**src/rtl/mem_access_unit.sv**
```systemverilog
`default_nettype none
// ============================================================================
// Module      : mem_access_unit
// Description : MEM-stage load/store engine. Issues word-bus transactions with
//               byte enables, positions store data and extends load results.
//               Optional macro MEM_SPLIT_MISALIGNED_EN splits misaligned
//               accesses into two bus transactions instead of faulting.
// Revision    : 1.0 - initial release
// ============================================================================
module mem_access_unit #(
  parameter int          ADDR_W          = 32,
  parameter logic [31:0] LANE_RESET_DATA = 32'h0
) (
  input  logic              clk,
  input  logic              reset,
  input  logic              valid,
  input  logic              mem_read,
  input  logic              mem_write,
  input  logic [1:0]        inst_size,
  input  logic              is_signed,
  input  logic [ADDR_W-1:0] addr,
  input  logic [31:0]       wdata,
  output logic              stall,
  output logic              done,
  output logic [31:0]       rdata,
  output logic              fault,
  output logic              bus_req,
  output logic              bus_we,
  output logic [ADDR_W-1:0] bus_addr,
  output logic [3:0]        bus_be,
  output logic [31:0]       bus_wdata,
  input  logic [31:0]       bus_rdata,
  input  logic              bus_ack
);

  localparam logic [1:0] c_IDLE      = 2'd0;
  localparam logic [1:0] c_BUS1      = 2'd1;
`ifdef MEM_SPLIT_MISALIGNED_EN
  localparam logic [1:0] c_BUS2      = 2'd2;
`endif
  localparam logic [1:0] c_RESP      = 2'd3;

  localparam logic [1:0] c_SIZE_BYTE = 2'd0;
  localparam logic [1:0] c_SIZE_HALF = 2'd1;
  localparam logic [1:0] c_SIZE_WORD = 2'd2;

  logic [1:0]        r_state;
  logic [1:0]        r_size;
  logic              r_signed;
  logic [1:0]        r_off;
  logic              r_bus_req;
  logic              r_bus_we;
  logic [ADDR_W-1:0] r_bus_addr;
  logic [3:0]        r_bus_be;
  logic [31:0]       r_bus_wdata;
  logic              r_done;
  logic              r_fault;
  logic [31:0]       r_rdata;
`ifdef MEM_SPLIT_MISALIGNED_EN
  logic              r_split;
  logic [3:0]        r_be_hi;
  logic [31:0]       r_first;
  logic [3:0]        w_be_hi;
  logic              w_advance;
  logic [63:0]       w_rd64;
`endif

  logic              w_accept;
  logic              w_launch;
  logic              w_fault_now;
  logic              w_complete;
  logic              w_misaligned;
  logic [1:0]        w_off;
  logic [1:0]        w_size;
  logic [3:0]        w_mask;
  logic [3:0]        w_be_lo;
  logic [31:0]       w_rep;
  logic [31:0]       w_wdata_rot;
  logic [31:0]       w_sh32;
  logic [31:0]       w_load;

  assign w_off    = addr[1:0];
  assign w_accept = (r_state == c_IDLE) && valid && (mem_read || mem_write);

  always_comb begin
    w_size = c_SIZE_WORD;
    w_mask = 4'b1111;
    w_rep  = wdata;
    if (inst_size == c_SIZE_BYTE) begin
      w_size = c_SIZE_BYTE;
      w_mask = 4'b0001;
      w_rep  = {4{wdata[7:0]}};
    end else if (inst_size == c_SIZE_HALF) begin
      w_size = c_SIZE_HALF;
      w_mask = 4'b0011;
      w_rep  = {2{wdata[15:0]}};
    end
  end

  assign w_misaligned = ((w_size == c_SIZE_HALF) && w_off[0]) ||
                        ((w_size == c_SIZE_WORD) && (w_off != 2'b00));
  assign w_be_lo      = 4'({4'b0000, w_mask} << w_off);
  // Rotating the replicated pattern puts each byte in its lane for both halves of a split
  assign w_wdata_rot  = 32'(({w_rep, w_rep} << {w_off, 3'b000}) >> 32);

`ifdef MEM_SPLIT_MISALIGNED_EN
  assign w_be_hi     = 4'(({4'b0000, w_mask} << w_off) >> 4);
  assign w_fault_now = 1'b0;
  assign w_advance   = bus_ack && (r_state == c_BUS1) && r_split;
  assign w_complete  = bus_ack && (((r_state == c_BUS1) && !r_split) || (r_state == c_BUS2));
  assign w_rd64      = (r_state == c_BUS2) ? {bus_rdata, r_first} : {32'h0, bus_rdata};
  assign w_sh32      = 32'(w_rd64 >> {r_off, 3'b000});
  assign stall       = (r_state == c_BUS1) || (r_state == c_BUS2) || w_accept;
`else
  assign w_fault_now = w_accept && w_misaligned;
  assign w_complete  = bus_ack && (r_state == c_BUS1);
  assign w_sh32      = bus_rdata >> {r_off, 3'b000};
  assign stall       = (r_state == c_BUS1) || w_accept;
`endif
  assign w_launch    = w_accept && !w_fault_now;

  always_comb begin
    w_load = w_sh32;
    if (r_size == c_SIZE_BYTE)
      w_load = {{24{r_signed & w_sh32[7]}}, w_sh32[7:0]};
    else if (r_size == c_SIZE_HALF)
      w_load = {{16{r_signed & w_sh32[15]}}, w_sh32[15:0]};
  end

  always_ff @(posedge clk) begin
    if (!reset) begin
      r_state     <= c_IDLE;
      r_size      <= c_SIZE_WORD;
      r_signed    <= 1'b0;
      r_off       <= 2'b00;
      r_bus_req   <= 1'b0;
      r_bus_we    <= 1'b0;
      r_bus_addr  <= '0;
      r_bus_be    <= 4'b0000;
      r_bus_wdata <= 32'h0;
      r_done      <= 1'b0;
      r_fault     <= 1'b0;
      r_rdata     <= LANE_RESET_DATA;
`ifdef MEM_SPLIT_MISALIGNED_EN
      r_split     <= 1'b0;
      r_be_hi     <= 4'b0000;
      r_first     <= 32'h0;
`endif
    end else begin
      r_done  <= 1'b0;
      r_fault <= 1'b0;
      r_rdata <= LANE_RESET_DATA;
      if (w_accept) begin
        r_size   <= w_size;
        r_signed <= is_signed;
        r_off    <= w_off;
`ifdef MEM_SPLIT_MISALIGNED_EN
        r_split  <= w_misaligned;
        r_be_hi  <= w_be_hi;
`endif
      end
      if (w_launch) begin
        r_bus_req   <= 1'b1;
        r_bus_we    <= mem_write && !mem_read;
        r_bus_addr  <= {addr[ADDR_W-1:2], 2'b00};
        r_bus_be    <= w_be_lo;
        r_bus_wdata <= w_wdata_rot;
        r_state     <= c_BUS1;
      end
      if (w_fault_now) begin
        r_done  <= 1'b1;
        r_fault <= 1'b1;
        r_state <= c_RESP;
      end
`ifdef MEM_SPLIT_MISALIGNED_EN
      if (w_advance) begin
        r_first    <= bus_rdata;
        r_bus_addr <= r_bus_addr + ADDR_W'(4);
        r_bus_be   <= r_be_hi;
        r_state    <= c_BUS2;
      end
`endif
      if (w_complete) begin
        r_bus_req   <= 1'b0;
        r_bus_we    <= 1'b0;
        r_bus_addr  <= '0;
        r_bus_be    <= 4'b0000;
        r_bus_wdata <= 32'h0;
        r_done      <= 1'b1;
        r_rdata     <= r_bus_we ? LANE_RESET_DATA : w_load;
        r_state     <= c_RESP;
      end
      if (r_state == c_RESP)
        r_state <= c_IDLE;
    end
  end

  assign done      = r_done;
  assign fault     = r_fault;
  assign rdata     = r_rdata;
  assign bus_req   = r_bus_req;
  assign bus_we    = r_bus_we;
  assign bus_addr  = r_bus_addr;
  assign bus_be    = r_bus_be;
  assign bus_wdata = r_bus_wdata;

endmodule
`default_nettype wire

```
**config.mk**
```make
export PLATFORM = sky130hd
export DESIGN_NAME = mem_access_unit
export DESIGN_NICKNAME = d
export VERILOG_FILES = /design/src/rtl/mem_access_unit.sv
export SDC_FILE = /design/constraint.sdc
export NUM_CORES = 1
export LEC_CHECK = 0
export ABC_AREA = 1
export CAP_MARGIN = 10
export CORE_ASPECT_RATIO = 0.75
export CORE_MARGIN = 2
export CORE_UTILIZATION = 30
export CTS_CLUSTER_DIAMETER = 150
export DETAILED_ROUTE_END_ITERATION = 6
export PLACE_DENSITY_LB_ADDON = 0.3
export RECOVER_POWER = 25
export SKIP_LAST_GASP = 1
export SYNTH_ARGS = -nofsm -noshare
export SYNTH_HDL_FRONTEND = slang
export SYNTH_SLANG_ARGS = --single-unit
```
**constraint.sdc**
```tcl
create_clock -name clk -period 1.4 [get_ports clk]
set_input_delay 0.14 -clock clk [delete_from_list [all_inputs] [get_ports clk]]
set_output_delay 0.14 -clock clk [all_outputs]
set_load 0.05 [all_outputs]
```
# Word level (Yosys, flattened, before mapping)
# Cells that the tools add are included.
# word_totals
reg_bits	109
output_inout_bits	105
in_bits	105
wordCells	59
# op_classes
n_mux	13
eq_ne	6
reduce_logical	21
bitwise_logic	4
n_shift	3
# op_table
operator	n
2-to-1 mux 32 bit	4
<< shifter 64 x 5 -> 64 bit	1
right shift 32 x 5 -> 32 bit	1
2-to-1 mux 2 bit	5
== test 2 x 1 -> 1 bit (second input constant)	4
logical AND 1 bit	8
2-to-1 mux 4 bit	2
zero test 2 bit	3
== test 2 bit (second input constant)	2
OR reduction 2 bit	2
<< shifter 4 x 2 -> 4 bit	1
logical OR 1 bit	3
nonzero test 3 bit	1
OR reduction 3 bit	1
AND 1 bit	2
zero test 1 bit	2
2-to-1 mux 1 bit	2
inverter 1 bit	2
nonzero test 2 bit	1

# Logic depth before layout (Yosys ltp)
# logic_depth
word_depth	12
mapped_depth	10
mapped_depth_nobuf	9

# Least setup slack after synthesis
# No wires, ideal clock.
# synth_timing
path_type	reg2reg
from	register r_bus_we, in the netlist bus_we
to	register r_rdata[20], in the netlist rdata[20]
synth_period_minus_slack_ns	1.421
arrival_time_ns	1.284
stages_incl_launch_ff	5
path_buffers	2
required_time_ns	1.263
path_slack_ns	-0.021
setup_ns	0.137
cell_sequence	dfxtp_1 -> or3_1 -> clkbuf_1 -> clkbuf_1 -> a31oi_1
# synth_between
elab_chain_len	1
# synth_lines
item	line	text
start, declared	52	logic r_bus_we;
start signal, assigned	164	r_bus_we <= mem_write && !mem_read;
OR reduction 3 bit (no source line)	n/a	
end signal, assigned	190	r_rdata <= r_bus_we ? LANE_RESET_DATA : w_load;
end, declared	58	logic [31:0] r_rdata;
# No other way between the ends.
# A chain may end at the register's enable or synchronous reset.

# Final worst setup path
# layout_timing
from	register r_off[0]
to	register r_rdata[17], in the netlist rdata[17]
# layout_between
elab_chain_len	4
word_cells_on_any_way	5
classes_between	shift: 1; mux: 2; bitwise: 2
# layout_lines
item	line	text
start, declared	50	logic [1:0] r_off;
start signal, assigned	156	r_off <= w_off;
right shift 32 x 5 -> 32 bit (*)	117	assign w_sh32 = bus_rdata >> {r_off, 3'b000};
AND 1 bit	127	w_load = {{16{r_signed & w_sh32[15]}}, w_sh32[15:0]};
2-to-1 mux 32 bit	126	else if (r_size == c_SIZE_HALF)
2-to-1 mux 32 bit (*)	124	if (r_size == c_SIZE_BYTE)
# Every way passes the cells marked *; elsewhere a longest branch is shown, timed or not.

==> flow_metrics.env <==
export IMPL_r2r_end="rdata[17]"
export IMPL_grt_max_degree=44
export IMPL_clockBufferDepth=2
export IMPL_powerDensity_mw_per_mm2=1030
export IMPL_routabilityCongestion=0.882
export IMPL_finClkSkew_ns=0.00820
export IMPL_setup_viol=0
export IMPL_startpoint_type="flip-flop"
export IMPL_synthAdderAreaFrac_pct=0
export IMPL_dp_cells=1321
export IMPL_synth_top_cell_by_area="dfxtp_1"
export IMPL_cts_root_buf="clkbuf_16"
export IMPL_cp_arrival_ns=1.65
export IMPL_path_clk_slew_ns=0.08
export IMPL_period_share_pct=97.9
export IMPL_dr_total_vias=6371
export IMPL_io_pins=210
export IMPL_dp_final_hpwl_um=13800
export IMPL_end_kind="flip-flop"
export IMPL_drive_above_1_share_pct=20.0
export IMPL_holdWs_ns=0.277
export IMPL_grtUsageTotal_pct=19.1
export IMPL_rr_startpoint="r_off[0]"
export IMPL_clk_latency_ns=0.36
export IMPL_final_nets=1204
export IMPL_htree_levels=3
export IMPL_wire_per_inst_um=14.3
export IMPL_vdd_drop_max_uv=529
export IMPL_rows=42
export IMPL_yosysWarnings=0
export IMPL_grt_ovfl_total=0
export IMPL_synth_compound_gate_area_share_pct=10.5
export IMPL_yosysUniqueCellTypes=26
export IMPL_crit_type="flip-flop to flip-flop"
export IMPL_worstRegToRegCells=6
export IMPL_syn_area_per_cell_um2=6.31
export IMPL_core_area_mm2=0.0178
export IMPL_synth_xor_xnor_area_share_pct=0
export IMPL_area_growth_synth_to_final_pct=59.8
export IMPL_drcViolationCount=0
export IMPL_period_needed_ns=1.37
export IMPL_yosys_area_share_simple_pct=40.6
export IMPL_tightestPinTransition_ns=0.505
export IMPL_synth_area_mux_share_pct=0
export IMPL_ys_ff_latch=109
export IMPL_die_y_um=121
export IMPL_syn_instance_count=866
export IMPL_synth_top_family_by_area="simple AND/OR/NAND/NOR gates"
export IMPL_hold_end="r_off[0]"
export IMPL_ff_latch_area_mm2=0.00219
export IMPL_grt_pass1_wl_um=29500
export IMPL_grt_pass1_vias=5711
export IMPL_slew_viol_final=0
export IMPL_multi_input_area_mm2=0.00288
export IMPL_fmax_mhz=729
export IMPL_clock_sinks=109
export IMPL_diodes=0
export IMPL_hold_viol=0
export IMPL_design_area_mm2=0.00873
export IMPL_vias_per_cell=4.73
export IMPL_netlist_area_mm2=0.00547
export IMPL_final_cells=1346
export IMPL_min_path_type="input port to flip-flop"
export IMPL_rsz0062_at_grt="yes"
export IMPL_ys_seq_area_share_pct=39.9
export IMPL_start_util_pct=30.8
export IMPL_drt_total_wl_um=19300
export IMPL_antenna_found_initial=0
export IMPL_maxCapViolations=0
export IMPL_critPathMaxFanout=14
export IMPL_numPortBuffers=207
export IMPL_dieArea_mm2=0.0193
export IMPL_fillers=1795
export IMPL_yosys_top_cells_area="dfxtp_1 40%, nand2_1 16%, nand3_1 12%, nor2_1 10%, o21ai_0 4.6%"
export IMPL_yosysTopAreaCellShare_pct=39.9
export IMPL_hold_depth=4
export IMPL_cp_required_ns=1.68
export IMPL_placed_cell_area_mm2=0.00837
export IMPL_first_iter_violations=491
export IMPL_cts_tree="built"
export IMPL_timing_slew_headroom_pct=66.3
export IMPL_total_power_mw=8.99
export IMPL_ff2ff_setup_slack_ns=0.03
export IMPL_holdCritStartpoint="addr[0]"
export IMPL_firstDrtPassIters=5
export IMPL_status="finished, final reports clean"
export IMPL_p_leak_nw=4.29
export IMPL_cts_made_buffers=9
export IMPL_antenna_left=0
export IMPL_die_w_um=160
how the worst max path moves through the flow:
stage / startpoint / endpoint / slack (ns)
6_report: r_off[0] / rdata[17] / 0.03
5_1_grt: r_off[0] / rdata[31] / -0.06
3_5_place_dp: mem_read / bus_we / -0.46
4_1_cts: mem_read / bus_wdata[16] / -0.02
3_3_place_gp: mem_read / bus_we / -0.42
2_1_floorplan: r_state[0] / bus_wdata[24] / 0.05
layout by cell type (no fill, tap or decap), drive strengths merged, types with 7 or more instances in the layout:
| cell type | Yosys | final |
|---|---|---|
| a21oi | 35 | 35 |
| inv | 62 | 66 |
| nor2 | 149 | 149 |
| nand2 | 241 | 241 |
| a31oi | 9 | 9 |
| buf | 26 | 125 |
| o21ai | 51 | 51 |
| o211ai | 10 | 10 |
| dfxtp | 109 | 109 |
| nand3 | 130 | 130 |
| clkbuf | 30 | 53 |
| clkdlybuf4s50 | 0 | 102 |
| or2 | 7 | 7 |
power breakdown:
group,internal (mW),switching [mW],total (mW)
Sequential,3.29,0.128,3.41
Combinational,1.17,1.69,2.86
Clock,1.42,1.30,2.72
Total,5.88,3.11,8.99
through the flow:
stage	util, %	TNS (ns)	setup slack, ns
finish	49.2	0	0.0287
detailed placement	47.1	-33.56	-0.458
floorplan	-	0	0.0471
global placement	47.1	-31.12	-0.418
global route	49.2	-1.04	-0.0566
CTS	48.9	-0.0416	-0.0193
worst max-delay path, cell delays in order (launching register included):
cell	delay (ns)
dfxtp_4	0.36
buf_12	0.14
o211ai_1	0.22
nand3_1	0.13
buf_6	0.16
buf_12	0.14
a31oi_1	0.13
flip-flops by register name, summed over array words and instances (netlist names):
| signal | count |
|---|---|
| r_state | 2 |
| done | 1 |
| r_signed | 1 |
| bus_req | 1 |
| bus_we | 1 |
| rdata | 32 |
| fault | 1 |
| bus_be | 4 |
| bus_addr | 30 |
| r_size | 2 |
| r_off | 2 |
| bus_wdata | 32 |
synthesized netlist by cell type:
| library cell | count |
|---|---|
| a211oi_1 | 1 |
| clkbuf_1 | 30 |
| inv_1 | 58 |
| nor2_1 | 148 |
| o211ai_1 | 10 |
| or2_2 | 7 |
| or3_1 | 1 |
| a31oi_1 | 9 |
| nand3_1 | 130 |
| nor3_1 | 1 |
| buf_1 | 5 |
| nand4_1 | 2 |
| nor2_4 | 1 |
| buf_4 | 2 |
| o21ai_2 | 1 |
| buf_6 | 2 |
| buf_2 | 17 |
| nand4_2 | 1 |
| nand2_1 | 239 |
| o21ai_0 | 50 |
| dfxtp_1 | 109 |
| conb_1 | 1 |
| a21oi_1 | 35 |
| inv_4 | 1 |
| inv_2 | 3 |
| nand2_4 | 2 |
cell families after synthesis:
logic type | count (synthesis)
and+or+nand+nor | 532
buffers and inverters | 118
DFF | 109
AOI/OAI and AO/OA | 106
other | 1
final cells by class:
cell class / count / share of cell area [%]
Clock buffer: 9 / 2.58
Inverter: 62 / 2.72
Multi-Input combinational cell: 640 / 32.9
Sequential cell: 109 / 25.0
Clock inverter: 7 / 0.917
Tap cell: 242 / 3.47
Timing Repair Buffer: 277 / 32.3
routing by layer:
metal,track usage (%),share of wire [%],vias to the layer above
met4,4.67,1.1,0
met2,28.9,43,287
met3,6.73,9.9,17
met1,26.0,46,2832
li1,-,-,3235
met5,0,0,-
what timing repair did:
action                     in CTS  in global routing
hold buffers                    0                  0
resized for setup               2                 37
setup buffers                   0                  5
pin swaps                       1                  6
setup endpoints to repair      40                 99
cloned                          0                  4
Power figures use the tool's default switching activity.
==> edit 1, RTL diff (config.mk and constraints unchanged) <==
Build with the macro `MEM_SPLIT_MISALIGNED_EN` defined.
--- a/src/rtl/mem_access_unit.sv
+++ b/src/rtl/mem_access_unit.sv
@@ -9,2 +9,4 @@
 // ============================================================================
+`define MEM_SPLIT_MISALIGNED_EN
+
 module mem_access_unit #(
Function: changed (Yosys sat finds a counterexample within 4 cycles, from zero or initial values and one cycle with reset low).
==> edit 1 against the original RTL <==
  * The flow now finishes with violations (negative setup slack)
  * Final area increased by 74%
  * Via count rose by 67%
  * First-iteration DRC count increased by 74%
  * Synthesized area increased by 54%
  * Sequential power up 40%
  * Total power grew 88%
  * Wire length is 93% higher
  * Worst setup slack worse by 0.46 ns
  * Sequential cell count up 35
==> edit 1: results (changes against the original RTL) <==
stage,metric,value,unit,change
critical_path,r2r startpoint,r_state[1],,
timing,worst setup margin,-0.4304,ns,-0.4591 ns
grt,vias in the first global route,9911,,+74%
final_layout,inverter count,114,,+84%
drt,Detailed Route WL,37170,um,+93%
final_layout,layout cells sized above 1,36.28,%,+16 points
power,Comb pwr share,45.6,%,+14 points
worst_hold_path,hold path endpoint,bus_addr[2],,
placement,Final Wtd Congestion,0.8826,,about the same
run_status,violated checks,negative setup slack,,
grt,M2 GR Usage,35.11,%,+6.2 points
final_layout,clk cell area share,3.585,%,+0.090 points
power,Comb group,7700,uW,+170%
clock_network,H-tree levels,4,,+1
critical_path,RR Endpoint,rdata[23],,
drt,DRT met1 WL,16730,um,+88%
power,P_int,10220,uW,+74%
final_layout,Signal buffers,419,,+51%
final_layout,comb_multi_in,1022,,+60%
run,MaxCap Viol Count,0,,unchanged
power,sequential power,4790,uW,+40%
timing,Hold Slack,0.3162,ns,+0.03935 ns
final_layout,Fillers,2505,,+40%
worst_hold_path,Hold Startpoint,addr[2],,
power,Pleak,0.006391,uW,+49%
final_layout,clock buffer count,21,,+12
synthesis,register area share after synthesis,34.22,%,-5.7 points
final_layout,multi-input gate area in the final layout,5846,um^2,+100%
synthesis,synth cell count leaders,"427 x nand2_1, 152 x nor2_1, 144 x dfxtp_1, 97 x o21ai_0, 96 x inv_1",,
timing,Final setup viols,144,,+144
critical_path,CP max stage delay,0.36,ns,about the same
drt,WL met2,16020,um,+94%
clock_network,Clock Latency Late Sink,0.44,ns,+0.08 ns
synthesis,Synth Area in Adders,0.8913,%,+0.89 points
final_layout,nets,1829,,+52%
drt,routed vias/inst,5.087,,+7.5%
synthesis,Synth Area in Compound Gates,19.58,%,+9.1 points
worst_hold_path,worst hold path depth,3,,-1
clock_network,Sink Count,144,,+32%
run_status,status,finished with violations,,
critical_path,CP max FO,8,,-6
critical_path,reg2reg path depth,12,,+6
placement,hpwl dp,24210,um,+75%
final_layout,buffer share of cell area,31.84,%,-0.49 points
final_layout,fraction of area in registers,19.44,%,-5.6 points
clock_network,CTS buffer count,17,,+8
power,peak supply drop,0.9096,mV,+72%
final_layout,Diodes inserted,2,,+2
grt,Total GRT Usage,23.95,%,+4.8 points
-- edit 1: how the worst max path moves through the flow --
stage | depth (start not counted) | slack, ns | end | from
after floorplan | 12 | -0.08 | rdata[16] | r_state[0]
after global placement | 10 | -0.48 | bus_wdata[20] | mem_read
after detailed placement | 10 | -0.51 | bus_wdata[10] | mem_read
after CTS | 7 | -0.41 | stall | r_state[0]
after global routing | 12 | -0.52 | rdata[27] | r_state[1]
final | 12 | -0.43 | rdata[23] | r_state[1]
-- edit 1: metrics by stage --
step	setup TNS, ns	area [um^2]	std cells	setup slack, ns
after floorplan	-2.839	8750	1352	-0.08285
after global placement	-43.14	12720	1996	-0.4804
after detailed placement	-47.63	12720	1996	-0.5082
after CTS	-35.54	14320	2064	-0.4094
after global routing	-53.39	15180	2089	-0.5208
final	-43.78	15180	2090	-0.4304
-- edit 1: timing repair --
item                                    CTS  global route
buffers inserted                         24            13
endpoints found under the setup margin  144           145
resized for setup                       175           187
cloned                                   14            12
pin swaps                                72            57
==> edit 2, RTL diff (same settings) <==
Without the edit above. Reset style: asynchronous (`reset`), changed in one clocked block.
--- a/src/rtl/mem_access_unit.sv
+++ b/src/rtl/mem_access_unit.sv
@@ -129,3 +129,3 @@
 
-  always_ff @(posedge clk) begin
+  always_ff @(posedge clk or negedge reset) begin
     if (!reset) begin
Behaviour: differs if reset is asserted again (counterexample within 4 cycles, from zero or initial values and one cycle with reset low); with reset held inactive, the same outputs for 10 cycles.
==> edit 2 against the original RTL <==
  * The flow now finishes with violations (negative setup slack)
  * Wire length is 1.9% higher
  * Synthesized cell count shrank 2.4%
  * Synthesized area increased by 7.5%
  * Sequential cell count unchanged
  * Worst setup slack worse by 0.19 ns
  * Via count shrank 2.3%
  * Final area up 10%
  * Critical path type unchanged
  * Critical endpoint is now bus_wdata[3]
Power is not compared: it rests on default switching activity, and its combinational part moved more than twofold at a synthesized area within 25%.
==> edit 2: results (changes against the original RTL) <==
stage,metric,value,unit,change
synthesis,synth unique cells,24,,-7.7%
timing,Setup Skew,0.01072,ns,+0.002518 ns
drt,metal3 WL,1532,um,-19%
final_layout,Fillers,1889,,+5.2%
synthesis,"FFs w/ async S/R, synth",100.0,%,+100 points
drt,DRT iter0 DRCs,620,,+26%
drt,drt pass-1 iters,7,,+2
critical_path,Critical Path AT,1.84,ns,+0.19 ns
timing,worst setup margin,-0.1582,ns,-0.1870 ns
synthesis,synth cell count leaders,"358 x nand2_1, 108 x dfrtp_1, 105 x nand3_1, 87 x inv_1, 53 x nor2_1",,
grt,first-pass GRT wire length,28900,um,-2.2%
grt,largest net degree at the start of global routing,69,,+57%
drt,DRT met1 WL,9199,um,+3.6%
drt,Avg WL per Cell,14.50,um,+1.3%
timing,Slew Limit Headroom,42.07,%,-24 points
timing,Final setup viols,72,,+72
drt,WL met2,8705,um,+5.1%
placement,placed inst area,8884,um^2,+6.2%
placement,Final Wtd Congestion,0.8676,,-1.7%
critical_path,CP max FO,10,,-4
run_status,status,finished with violations,,
timing,Hold Slack,0.3240,ns,+0.04707 ns
drt,routed vias/inst,4.597,,-2.9%
placement,hpwl dp,13840,um,+0.25%
final_layout,layout cells sized above 1,22.18,%,+2.2 points
synthesis,most common flop cell mapped by yosys,dfrtp_1,,
grt,initial antenna violation count,1,,+1
synthesis,register area share after synthesis,46.46,%,+6.5 points
grt,Total GRT Usage,17.63,%,-1.5 points
final_layout,nets,1201,,-0.25%
run_status,violated checks,negative setup slack,,
synthesis,Synth area leaders,"dfrtp_1 46%, nand2_1 23%, nand3_1 8.9%, inv_1 5.6%, nor2_1 3.4%",,
[edit 2: power by group through the flow]
stage | logic, uW | clock network [uW] | registers, uW
finish | 11000 | 2490 | 5030
global placement | 10200 | 0 | 5050
floorplan | 2760 | 0 | 7890
detailed placement | 10300 | 0 | 5030
CTS | 10500 | 2580 | 5000
global route | 11800 | 2700 | 5150
[edit 2: path summary, 6_finish.rpt]
path	from	end	cells past startpoint
min	addr[20]	bus_addr[20]	3
max	r_state[0]	bus_wdata[3]	11
max in group asynchronous	reset	r_off[0]	3
max reg2reg	r_state[0]	bus_wdata[3]	11
min reg2reg	bus_addr[3]	bus_addr[3]	2
min in group asynchronous	reset	bus_wdata[19]	3
[edit 2: cells by family (layout without fill, tap and decap cells)]
family	Yosys count	count (layout)	synth area share (%)
AOI/OAI and AO/OA	55	55	4.900
buffers and inverters	139	393	10.23
DFF	109	109	46.46
other	1	3	0.06385
and+or+nand+nor	541	541	38.35
[edit 2: stage by stage]
step / instances / setup TNS [ns] / utilization (%) / setup WS (ns) / power [uW]
after detailed placement: 1315 / -26.57 / 46.10 / -0.3775 / 15320
final: 1354 / -8.513 / 50.06 / -0.1582 / 18560
after global placement: 1315 / -23.82 / 46.10 / -0.3366 / 15250
after global routing: 1353 / -16.13 / 50.05 / -0.2391 / 19620
after floorplan: 846 / 0 / - / 0.01531 / 10650
after CTS: 1336 / -3.995 / 48.03 / -0.1376 / 18030
[edit 2: final cells by class]
cell class	count	share of cell area (%)
diodes	1	0.02594
flip-flops and latches	109	28.30
repair buffers	285	34.11
multi-input cells	598	27.69
clock buffers	10	2.477
clock inverters	5	0.4669
inverters	93	3.645
well taps	253	3.281
[edit 2: what timing repair did]
item                                    4_1_cts  5_1_grt
resized for setup                            10       52
setup buffers                                 5       10
hold endpoints to repair                    108        0
hold buffers                                  1        0
pin swaps                                     1       16
endpoints found under the setup margin       36      103
cloned                                        0        8
[edit 2: layer usage]
metal / vias up / track usage (%)
met5: - / 0
met4: 0 / 3.854
met3: 16 / 5.275
met2: 211 / 26.12
met1: 2864 / 25.34
li1: 3133 / -
[edit 2: worst max-delay path, stage by stage, from the launching register on]
cell       delay, ns
dfrtp_1         0.40
inv_2           0.06
nand4_1         0.09
buf_6           0.14
buf_6           0.12
nor2_8          0.13
buf_12          0.16
clkbuf_16       0.16
nand2_1         0.05
inv_1           0.04
nand2_1         0.04
nand2_1         0.07
